## config.mk

```make
export PLATFORM = sky130hd
export DESIGN_NAME = serial
export DESIGN_NICKNAME = d
export VERILOG_FILES = /design/src/rtl/serial_pkg.sv /design/src/rtl/serial_sync.sv /design/src/rtl/serial.sv
export SDC_FILE = /design/constraint.sdc
export NUM_CORES = 1
export LEC_CHECK = 0
export BUFFER_PORTS_ARGS = -buffer_cell sky130_fd_sc_hd__buf_4
export CAP_MARGIN = 5
export CORE_MARGIN = 2
export CORE_UTILIZATION = 30
export DETAILED_ROUTE_END_ITERATION = 6
export SETUP_SLACK_MARGIN = 0.2
export SLEW_MARGIN = 20
export SYNTH_ARGS = -nofsm -noshare
export SYNTH_HDL_FRONTEND = slang
export SYNTH_SLANG_ARGS = --single-unit
```

## constraint.sdc

```tcl
create_clock -name clk -period 3.1 [get_ports clk]
set_clock_uncertainty 0.15 [all_clocks]
set_input_delay 0.31 -clock clk [delete_from_list [all_inputs] [get_ports clk]]
set_output_delay 0.31 -clock clk [all_outputs]
set_load 0.02 [all_outputs]
```

## src/rtl/serial_pkg.sv

```systemverilog
// Shared constants and state encoding for the 8N1 UART receiver.
`timescale 1ns/1ps
package serial_pkg;

    localparam int DEFAULT_CLK_HZ = 100_000_000;
    localparam int DEFAULT_BAUD   = 115_200;
    localparam int CLKS_PER_BIT   = DEFAULT_CLK_HZ / DEFAULT_BAUD;
    localparam int HALF_BIT       = CLKS_PER_BIT / 2;

    typedef enum logic [2:0] {
        IDLE,
        START,
        DATA,
        STOP,
        WAIT_IDLE
    } state_t;

endpackage

```

## src/rtl/serial_sync.sv

```systemverilog
// Two-flop synchronizer for the asynchronous rx pin; resets to the idle (high) level.
`timescale 1ns/1ps
module serial_sync (
    input  logic clk,
    input  logic rst_n,
    input  logic d,
    output logic q
);

    logic meta;

    always_ff @(posedge clk or negedge rst_n) begin
        if (!rst_n) begin
            meta <= 1'b1;
            q    <= 1'b1;
        end else begin
            meta <= d;
            q    <= meta;
        end
    end

endmodule

```

## src/rtl/serial.sv

```systemverilog
// UART receiver, 8N1, LSB first: samples each bit at mid-period and strobes
// rbyte_ready for one clock when a correctly framed byte lands in rx_byte.
`timescale 1ns/1ps
module serial
    import serial_pkg::*;
#(
    parameter int CLK_HZ = DEFAULT_CLK_HZ,
    parameter int BAUD   = DEFAULT_BAUD
) (
    input  logic       clk,
    input  logic       rst_n,
    input  logic       rx,
    output logic [7:0] rx_byte,
    output logic       rbyte_ready,
    output logic [3:0] onum_bits
);

    localparam int BIT_CLKS  = CLK_HZ / BAUD;
    localparam int HALF_CLKS = BIT_CLKS / 2;
    localparam int CNT_W     = $clog2(BIT_CLKS);
    localparam logic [CNT_W-1:0] BIT_LAST  = CNT_W'(BIT_CLKS - 1);
    localparam logic [CNT_W-1:0] HALF_LAST = CNT_W'(HALF_CLKS - 1);

    state_t           state;
    logic [CNT_W-1:0] cnt;
    logic [7:0]       shift_reg;
    logic             rx_s;
    logic             rx_prev;

    serial_sync u_sync (
        .clk   (clk),
        .rst_n (rst_n),
        .d     (rx),
        .q     (rx_s)
    );

    // A start edge is a falling transition on the synchronized line seen while IDLE.
    always_ff @(posedge clk or negedge rst_n) begin
        if (!rst_n) begin
            state       <= IDLE;
            cnt         <= '0;
            onum_bits   <= '0;
            shift_reg   <= '0;
            rx_byte     <= '0;
            rbyte_ready <= 1'b0;
            rx_prev     <= 1'b1;
        end else begin
            rbyte_ready <= 1'b0;
            rx_prev     <= rx_s;
            case (state)
                IDLE: begin
                    if (rx_prev && !rx_s) begin
                        state <= START;
                        cnt   <= '0;
                    end
                end
                START: begin
                    if (cnt == HALF_LAST) begin
                        cnt <= '0;
                        if (!rx_s) begin
                            state     <= DATA;
                            onum_bits <= '0;
                        end else begin
                            state <= IDLE;
                        end
                    end else begin
                        cnt <= cnt + CNT_W'(1);
                    end
                end
                DATA: begin
                    if (cnt == BIT_LAST) begin
                        cnt                      <= '0;
                        shift_reg[onum_bits[2:0]] <= rx_s;
                        onum_bits                <= onum_bits + 4'd1;
                        if (onum_bits == 4'd7) begin
                            state <= STOP;
                        end
                    end else begin
                        cnt <= cnt + CNT_W'(1);
                    end
                end
                STOP: begin
                    if (cnt == BIT_LAST) begin
                        cnt <= '0;
                        if (rx_s) begin
                            rx_byte     <= shift_reg;
                            rbyte_ready <= 1'b1;
                            state       <= IDLE;
                        end else begin
                            state <= WAIT_IDLE;
                        end
                    end else begin
                        cnt <= cnt + CNT_W'(1);
                    end
                end
                WAIT_IDLE: begin
                    // Hold off until the line returns high so a break is not read as a start.
                    if (rx_s) begin
                        state <= IDLE;
                    end
                end
                default: begin
                    state <= IDLE;
                    cnt   <= '0;
                end
            endcase
        end
    end

endmodule

```

Yosys cells after proc, flatten, opt, wreduce, memory -nomap -nowiden
Cells that the tools add are included.
Widths: inputs -> output; s select.

operators by class
  add/subtract/negate cells = 2
  multipliers = 0
  divide/modulo/power cells = 0
  order comparisons = 2
  equality and inequality tests = 14
  shift-type cells = 0
  muxes and demuxes = 23
  bitwise operators = 1
  reductions and logical operators = 11

operators by type and width
  kind                   number
  $pmux 10 s4            1
  $mux 10                3
  $mux 3                 7
  $pmux 3 s5             1
  $mux 4                 3
  $ne 2x2->1 const B     6
  $add 10x1->10 const B  1
  $eq 10x10->1 const B   1
  $eq 10x9->1 const B    1
  $bwmux 8               1
  $pmux 4 s2             1
  $eq 3x2->1 const B     2
  $reduce_and 6->1       1
  $add 4x1->4 const B    1
  $eq 4x3->1 const B     1
  $lt 3x4->1 const B     1
  $mux 1                 4
  $reduce_and 2->1       2
  $reduce_and 4->1       1
  $demux 1 s3            1
  $eq 3x1->1 const B     1
  $eq 3x3->1 const B     1
  $ge 3x1->1 const B     1
  $logic_not 3->1        1
  8 further kinds        9

word-level totals
  flip-flop bits (word level) = 37
  bits in latches = 0
  bits in writable memories = 0
  bits in read-only memories = 0
  input bits = 3
  output and inout port bits = 13
  logic and storage cells = 62
  memories = 0

Logic depth before layout (Yosys ltp)
Gate-level depths: netlist of the first run.

  depth in word-level cells = 5
  depth in mapped cells = 8

Modules after synthesis
Synthesis of the first run repeated with hierarchy kept, for this count alone.

unflattened totals
  cell total of the unflattened synthesis = 178
  area total of the unflattened synthesis = 1891.8 sq um

by module, submodules not included
  module       instances  cells each  area each (sq um)  sequential area each (sq um)
  serial       1          176         1839.3             877.1
  serial_sync  1          2           52.6               52.6

Worst setup path after synthesis of the first run
No wires, ideal clock.

  path kind = flip-flop to flip-flop
  start = register cnt[3]
  end = register shift_reg[2]
  setup time = 0.125 ns
  arrival = 2.174 ns
  setup slack = 0.651 ns
  stages on the path, launching flop included = 7
  path buffers = 1
  path through = dfrtp_1 or3b_1 or3_1 clkbuf_2 or3_4 nor3b_2 mux2_2

between the ends
  longest elaborated chain between the ends = 2

ends and longest elaborated chain
  item                               RTL line      RTL
  from (decl)                        serial.sv:25  logic [CNT_W-1:0] cnt;
  from (signal assigned)             serial.sv:67  cnt <= cnt + CNT_W'(1);
  from (signal assigned)             serial.sv:79  cnt <= cnt + CNT_W'(1);
  from (signal assigned)             serial.sv:93  cnt <= cnt + CNT_W'(1);
  $eq 10x10->1                       serial.sv:71  if (cnt == BIT_LAST) begin
  $reduce_and 2->1 (no source line)  n/a
  to (signal, indexed assignment)    serial.sv:73  shift_reg[onum_bits[2:0]] <= rx_s;
  to (decl)                          serial.sv:26  logic [7:0] shift_reg;

No other way between the ends.
A chain may end at the register's enable or synchronous reset.

Worst setup path after layout of the first run
  start = register cnt[1]
  end = register state[1]

between the ends
  longest elaborated chain between the ends = 3
  elaborated cells on any way between the ends = 6
  those cells by class = 5 x eq/ne; 1 x reduce/logical

ends and longest elaborated chain
  item                                                RTL line                                  RTL
  $eq 10x10->1 / $eq 10x9->1 (equally long branches)  serial.sv:71, serial.sv:83, serial.sv:58
  $ne 2x2->1 (no source line)                         n/a
  $reduce_and 6->1 (no source line) (*)               n/a
  to (signal assigned)                                serial.sv:76                              state <= STOP;
  to (signal assigned)                                serial.sv:88                              state <= IDLE;
  to (signal assigned)                                serial.sv:90                              state <= WAIT_IDLE;
  to (decl)                                           serial.sv:24                              state_t state;

Every way passes the cells marked *; elsewhere a longest branch is shown, timed or not.

==> results of run 1 <==
## power by group through the flow
stage	registers [W]	logic, W	clock network (W)
2_1_floorplan	0.000560	0.000233	0
3_3_place_gp	0.000584	0.000273	0
3_5_place_dp	0.000583	0.000272	0
4_1_cts	0.000574	0.000276	0.000418
5_1_grt	0.000583	0.000309	0.000440
6_report	0.000576	0.000275	0.000404
## area by class of cell
| class | count | area [sq um] | share of cell area, % |
|---|---|---|---|
| flip-flops and latches | 37 | 930 | 44.4 |
| repair buffers | 17 | 133 | 6.34 |
| multi-input cells | 117 | 815 | 38.9 |
| clock inverters | 2 | 35.0 | 1.67 |
| inverters | 5 | 18.8 | 0.897 |
| well taps | 75 | 93.8 | 4.48 |
| clock buffers | 5 | 68.8 | 3.29 |
## metal layers
| layer | share of wire [%] | vias to the layer above | wire length [microns] |
|---|---|---|---|
| met3 | 3.6 | 6 | 125 |
| met1 | 49 | 622 | 1690 |
| met2 | 45 | 17 | 1530 |
| met4 | 2.3 | 0 | 80 |
| li1 | - | 638 | - |
| met5 | 0 | - | 0 |
## synthesized netlist by cell type (2+ instances only)
master / count
sky130_fd_sc_hd__nand2b_1: 4
sky130_fd_sc_hd__nor3_1: 5
sky130_fd_sc_hd__ha_1: 3
sky130_fd_sc_hd__a31oi_1: 8
sky130_fd_sc_hd__and3_1: 2
sky130_fd_sc_hd__nand2_1: 15
sky130_fd_sc_hd__nor2_1: 10
sky130_fd_sc_hd__a21oi_1: 7
sky130_fd_sc_hd__or4b_2: 3
sky130_fd_sc_hd__nand3b_1: 3
sky130_fd_sc_hd__nand3_1: 8
sky130_fd_sc_hd__a22o_1: 2
sky130_fd_sc_hd__a21boi_0: 2
sky130_fd_sc_hd__dfrtp_1: 34
sky130_fd_sc_hd__nor2b_1: 2
sky130_fd_sc_hd__or3_1: 2
sky130_fd_sc_hd__clkbuf_1: 3
sky130_fd_sc_hd__nor3b_2: 2
sky130_fd_sc_hd__o21ai_0: 6
sky130_fd_sc_hd__mux2_2: 17
sky130_fd_sc_hd__dfstp_2: 3
sky130_fd_sc_hd__inv_1: 5
## stage by stage
stage | setup WS (ps) | hold WS, ps | power (W) | area (sq um)
5_1_grt | 217 | 212 | 0.00133 | 2090
3_5_place_dp | 444 | 150 | 0.000856 | 1970
2_1_floorplan | 651 | -136 | 0.000793 | 1800
3_3_place_gp | 530 | 150 | 0.000857 | 1970
6_report | 445 | 207 | 0.00126 | 2090
4_1_cts | 449 | 208 | 0.00127 | 2090
## worst paths after layout
path                              end  slack (ps)  cells past startpoint   startpoint
setup / recovery             state[1]         450                      7       cnt[1]
hold / removal               u_sync.q         210                      0  u_sync.meta
setup reg to reg             state[1]         450                      7       cnt[1]
hold reg to reg              u_sync.q         210                      0  u_sync.meta
max in group asynchronous     rx_prev        2070                      2        rst_n
min in group asynchronous  rx_byte[5]         370                      2        rst_n
## logic make-up after synthesis
family | Yosys count
AO/OA/AOI/OAI | 31
adder cells (fa/ha/maj) | 3
buffers and inverters | 12
flip-flops | 37
multiplexers | 17
AND/OR/NAND/NOR | 66
==> flow_metrics.tcl, run 1 <==
set metrics [dict create \
    most_common_cell_after_layout_fill_and_taps_aside "sky130_fd_sc_hd__dfrtp_1" \
    share_of_the_core_filled_with_cells_in_the_final_layout_pct 35.8 \
    largest_register_ffs 10 \
    power.ir.vdd_worst_mv 0.241 \
    setup_viol_count_final 0 \
    clock_transition_at_the_register_clock_pins_on_the_worst_setup_and_hold_paths_after_cts_ps 70 \
    ctsHoldBuffers 2 \
    initial_drt_pass_iterations 4 \
    grt_most_used_layer "met2" \
    total_switching_power_w 0.000392 \
    required_ps 3120 \
    synth_seq_area_share_pct 51.7 \
    syn-num-nets 172 \
    cpPeakStageDelay_ps 490 \
    p_int_w 0.000863 \
    timing.slew.headroom_pct 64.1 \
    power.static_leakage_nw 0.951 \
    power-per-cell-area_nw_per_um2 600 \
    synthMuxAreaShare_pct 10.6 \
    outcome "finished, final reports clean" \
    critPathArrivalTime_ps 2680 \
    starting_drc_count_in_detailed_routing 69 \
    fin_crit_sh_pct 85.6 \
    count_of_flip_flops_with_a_built_in_enable_after_synthesis 0 \
    layout.cells.non_filler 258 \
    combinationalPowerShare_pct 21.9 \
    die_width_microns 81.4 \
    design.die.area_sq_um 6630 \
    floorplan.core_area_sq_um 5850 \
    grt_first_pass_wirelength_mm 5.81 \
    synth-compound-area-share_pct 11.1 \
    switch_share_pct 31.2 \
    synth_area_leaders "sky130_fd_sc_hd__dfrtp_1, sky130_fd_sc_hd__mux2_2, sky130_fd_sc_hd__dfstp_2" \
    netlist.area_leader.share_pct 47.3 \
    critical_path.top_delay_family "compound AO/OA/AOI/OAI gates" \
    report.final.slew_viol_count 0 \
    synthesis.area_per_instance_sq_um 10.8 \
    final.min_clock_period_ps 2650 \
    synth_top_flop_cell "sky130_fd_sc_hd__dfrtp_1" \
    hold_violations 0 \
    power_frac_seq_pct 45.9 \
    groute.layer.met1.usage_pct 15.9 \
    use_met2_pct 16.5 \
    timing.setup.critical_path_class "reg2reg" \
    timing.critical_path.buf_inv 1 \
    tritoncts "built" \
    cts_root_buf "sky130_fd_sc_hd__clkbuf_8" \
    fillers 577 \
    gp_congestion 0.779 \
    synth-xor-area-share_pct 0 \
    hpwl_mm 2.30 \
    insertedDiodeCount 0 \
    post_route_cells_drive_above_1_share_pct 28.4 \
    number_of_antenna_violations_at_the_first_check_in_global_routing 0 \
    grt_setup_unrepaired "no" \
    numCtsBuffers 5 \
    grt_use_total_pct 11.4 \
    grt_pass1_vias 1182 \
    timing.hold.worst.class "reg2reg" \
    dominant_combinational_cell_family_by_area_after_synthesis "simple AND/OR/NAND/NOR gates" \
    finish.net_count 189 \
    clock_sink_count 37 \
    clk_latency_ps 290 \
    start_util_pct 30.8 \
    grt_start_max_net_pins 38 \
    yosys_register_bits 37 \
    placed_cells 249 \
    post_synth_num_cell_types 42 \
    setup_total_negative_slack_ps 0 \
    synth.cell_area_sq_um 1800 \
    clockPowerShare_pct 32.2 \
    ys.warnings.count 0 \
    series_of_cell_instances_along_the_critical_path "inv_1 > ha_1 > or4bb_1 > o311ai_0 > a21bo_2 > a31oi_1 > mux2_2" \
    postRouteWirelength_mm 3.43 \
    critPathMaxFanout 17 \
    max-clock-path-buffers 2 \
    rows 28 \
    synthArstFlopShare_pct 100 \
    vias 1283 \
    cts-resized-gates 0 \
    detail_route.drc_violations 0 \
    critical_path.startpoint_type "flip-flop" \
    cap_viol_max_count 0 \
    synthCells 166 \
    io_buffers 15 \
    areaGrowthSynthToFinish_pct 16.3 \
    tightestPinTransition_ps 534 \
    post_synth_simple_gate_area_pct 21.5 \
    post_synth_adder_cell_area_pct 2.09 \
    cts_max_level 2 \
    layout_common_cells "sky130_fd_sc_hd__dfrtp_1, sky130_fd_sc_hd__mux2_2, sky130_fd_sc_hd__nand2_1, sky130_fd_sc_hd__buf_4, sky130_fd_sc_hd__nor2_1" \
    detail-route-antenna-nets 0 \
    boundaryPins 16 \
    die_height_microns 81.4 \
    wl_per_instance_microns 13.3 \
    synth_top_cell_by_area "sky130_fd_sc_hd__dfrtp_1" \
    critPathCaptureType "flip-flop" \
    timing.fmax_mhz 377 \
    critical_path.slowest_cell "sky130_fd_sc_hd__or4bb_1" \
    cts_setup_buffers 0 \
    vias_per_cell 4.97 \
    use_met3_pct 3.08 \
    grt.overflow.total 0 \
]
(Power assumes the default switching activity.)
==> run 2: changes to the inputs <==
--- a/config.mk
+++ b/config.mk
@@ -10,6 +10,7 @@
 export CORE_MARGIN = 2
 export CORE_UTILIZATION = 30
 export DETAILED_ROUTE_END_ITERATION = 6
+export PLACE_DENSITY = 0.5
 export SETUP_SLACK_MARGIN = 0.2
 export SLEW_MARGIN = 20
 export SYNTH_ARGS = -nofsm -noshare
==> run 2 against run 1 <==
Design area increased by 1.6%. Combinational power about the same. Sequential share of layout area decreased by 0.71 points. Fmax decreased by 2.6%. Critical endpoint unchanged. Largest cell class unchanged. Highest routed layer unchanged.
==> flow_metrics.tcl, run 2 (synthesis results as in run 1) <==
set metrics [dict create \
    vias_per_cell 5.00 \
    use_met2_pct 17.9 \
    timing.setup.critical_path_class "reg2reg" \
    critPathMaxFanout 17 \
    groute.layer.met1.usage_pct 15.8 \
    vias 1294 \
    fillers 585 \
    hpwl_mm 2.44 \
    grt_first_pass_wirelength_mm 5.98 \
    timing.hold.worst.class "reg2reg" \
    combinationalPowerShare_pct 20.5 \
    power-per-cell-area_nw_per_um2 637 \
    multi_input_gate_area_in_the_final_layout_sq_um 815 \
    initial_drt_pass_iterations 4 \
    cts-resized-gates 0 \
    cts_setup_buffers 0 \
    numCtsBuffers 5 \
    power.ir.vdd_worst_mv 0.189 \
    hold_violations 0 \
    fin_crit_sh_pct 87.9 \
    die_width_microns 81.4 \
    start_util_pct 30.8 \
    setup_ws_ps 374 \
    post_route_cells_drive_above_1_share_pct 28.8 \
    grt_setup_unrepaired "no" \
    setup_total_negative_slack_ps 0 \
    detail-route-antenna-nets 0 \
    starting_drc_count_in_detailed_routing 144 \
    critical_path.startpoint_type "flip-flop" \
    cts_max_level 2 \
    cap_viol_max_count 0 \
    tritoncts "built" \
    layout.cells.non_filler 259 \
    gp_congestion 0.803 \
    timing.fmax_mhz 367 \
    final.min_clock_period_ps 2730 \
    design.die.area_sq_um 6630 \
    layout_common_cells "sky130_fd_sc_hd__dfrtp_1, sky130_fd_sc_hd__mux2_2, sky130_fd_sc_hd__nand2_1, sky130_fd_sc_hd__buf_4, sky130_fd_sc_hd__nor2_1" \
    number_of_antenna_violations_at_the_first_check_in_global_routing 0 \
    boundaryPins 16 \
    grt_pass1_vias 1248 \
    grt_most_used_layer "met2" \
    grt_start_max_net_pins 38 \
    switch_share_pct 29.5 \
    tightestPinTransition_ps 480 \
    clockPowerShare_pct 36.9 \
    die_height_microns 81.4 \
    outcome "finished, final reports clean" \
    cts_root_buf "sky130_fd_sc_hd__clkbuf_8" \
    insertedDiodeCount 0 \
    sequential_cell_area_sq_um 930 \
    power_frac_seq_pct 42.6 \
    use_met3_pct 2.31 \
    grt.overflow.total 0 \
    total_switching_power_w 0.000400 \
    most_common_cell_after_layout_fill_and_taps_aside "sky130_fd_sc_hd__dfrtp_1" \
    largest_register_ffs 10 \
    io_buffers 15 \
    wl_per_instance_microns 13.6 \
    areaGrowthSynthToFinish_pct 18.2 \
    critPathArrivalTime_ps 2750 \
    floorplan.core_area_sq_um 5850 \
    pre_cts_worst_setup_slack_ps 397 \
    rows 28 \
    clock_transition_at_the_register_clock_pins_on_the_worst_setup_and_hold_paths_after_cts_ps 80 \
    postRouteWirelength_mm 3.53 \
    required_ps 3120 \
    placed_area_sq_um 1970 \
    finish.net_count 189 \
    timing.slew.headroom_pct 67.7 \
    placed_cells 249 \
    detail_route.drc_violations 0 \
    clk_latency_ps 280 \
    power.static_leakage_nw 0.966 \
    fin_area_sq_um 2130 \
    grt_use_total_pct 11.8 \
    report.final.slew_viol_count 0 \
    critPathCaptureType "flip-flop" \
    p_int_w 0.000954 \
    max-clock-path-buffers 2 \
    setup_viol_count_final 0 \
    clock_sink_count 37 \
]
## run 2: path summary, 6_finish.rpt
kind | startpoint | to | slack, ps | depth (start not counted)
min in group asynchronous | rst_n | cnt[5] | 370 | 2
max reg2reg | cnt[1] | state[1] | 370 | 7
max | cnt[1] | state[1] | 370 | 7
min reg2reg | u_sync.meta | u_sync.q | 210 | 0
max in group asynchronous | rst_n | rx_prev | 2080 | 2
min | u_sync.meta | u_sync.q | 210 | 0
## run 2: worst max-delay path, stage by stage, from the launching register on
cell and delay (ps):
sky130_fd_sc_hd__dfrtp_1 390, sky130_fd_sc_hd__inv_1 80, sky130_fd_sc_hd__ha_1 130, sky130_fd_sc_hd__or4bb_1 490
sky130_fd_sc_hd__o311ai_0 350, sky130_fd_sc_hd__a21bo_2 380, sky130_fd_sc_hd__a31oi_1 260, sky130_fd_sc_hd__mux2_2 370
## run 2: power by group through the flow
stage | registers [W] | clock network, W | logic (W)
2_1_floorplan | 0.000560 | 0 | 0.000233
3_3_place_gp | 0.000583 | 0 | 0.000265
3_5_place_dp | 0.000585 | 0 | 0.000279
4_1_cts | 0.000576 | 0.000523 | 0.000280
5_1_grt | 0.000586 | 0.000540 | 0.000318
6_report | 0.000577 | 0.000500 | 0.000278
## run 2: cell type report
| cell class | count | share of cell area (%) |
|---|---|---|
| clock inverters | 3 | 3.24 |
| well taps | 75 | 4.41 |
| flip-flops and latches | 37 | 43.7 |
| repair buffers | 17 | 6.24 |
| multi-input cells | 117 | 38.3 |
| clock buffers | 5 | 3.24 |
| inverters | 5 | 0.882 |
## run 2: per-stage QoR
stage	power, W	hold slack [ps]	utilization, %
floorplan	0.000793	-136	-
detailed placement	0.000864	158	33.7
global route	0.00144	211	36.4
CTS	0.00138	209	36.4
finish	0.00135	207	36.4
global placement	0.000848	146	33.7
## run 2: metal layers
| layer | part of all wire (%) | vias up |
|---|---|---|
| met3 | 2.4 | 4 |
| met4 | 1.7 | 0 |
| met2 | 49 | 17 |
| met1 | 47 | 637 |
| met5 | 0 | - |
| li1 | - | 636 |
## run 2: timing repair
action,CTS,global route
hold buffers,2,0
hold endpoints to repair,35,0
setup endpoints to repair,0,0
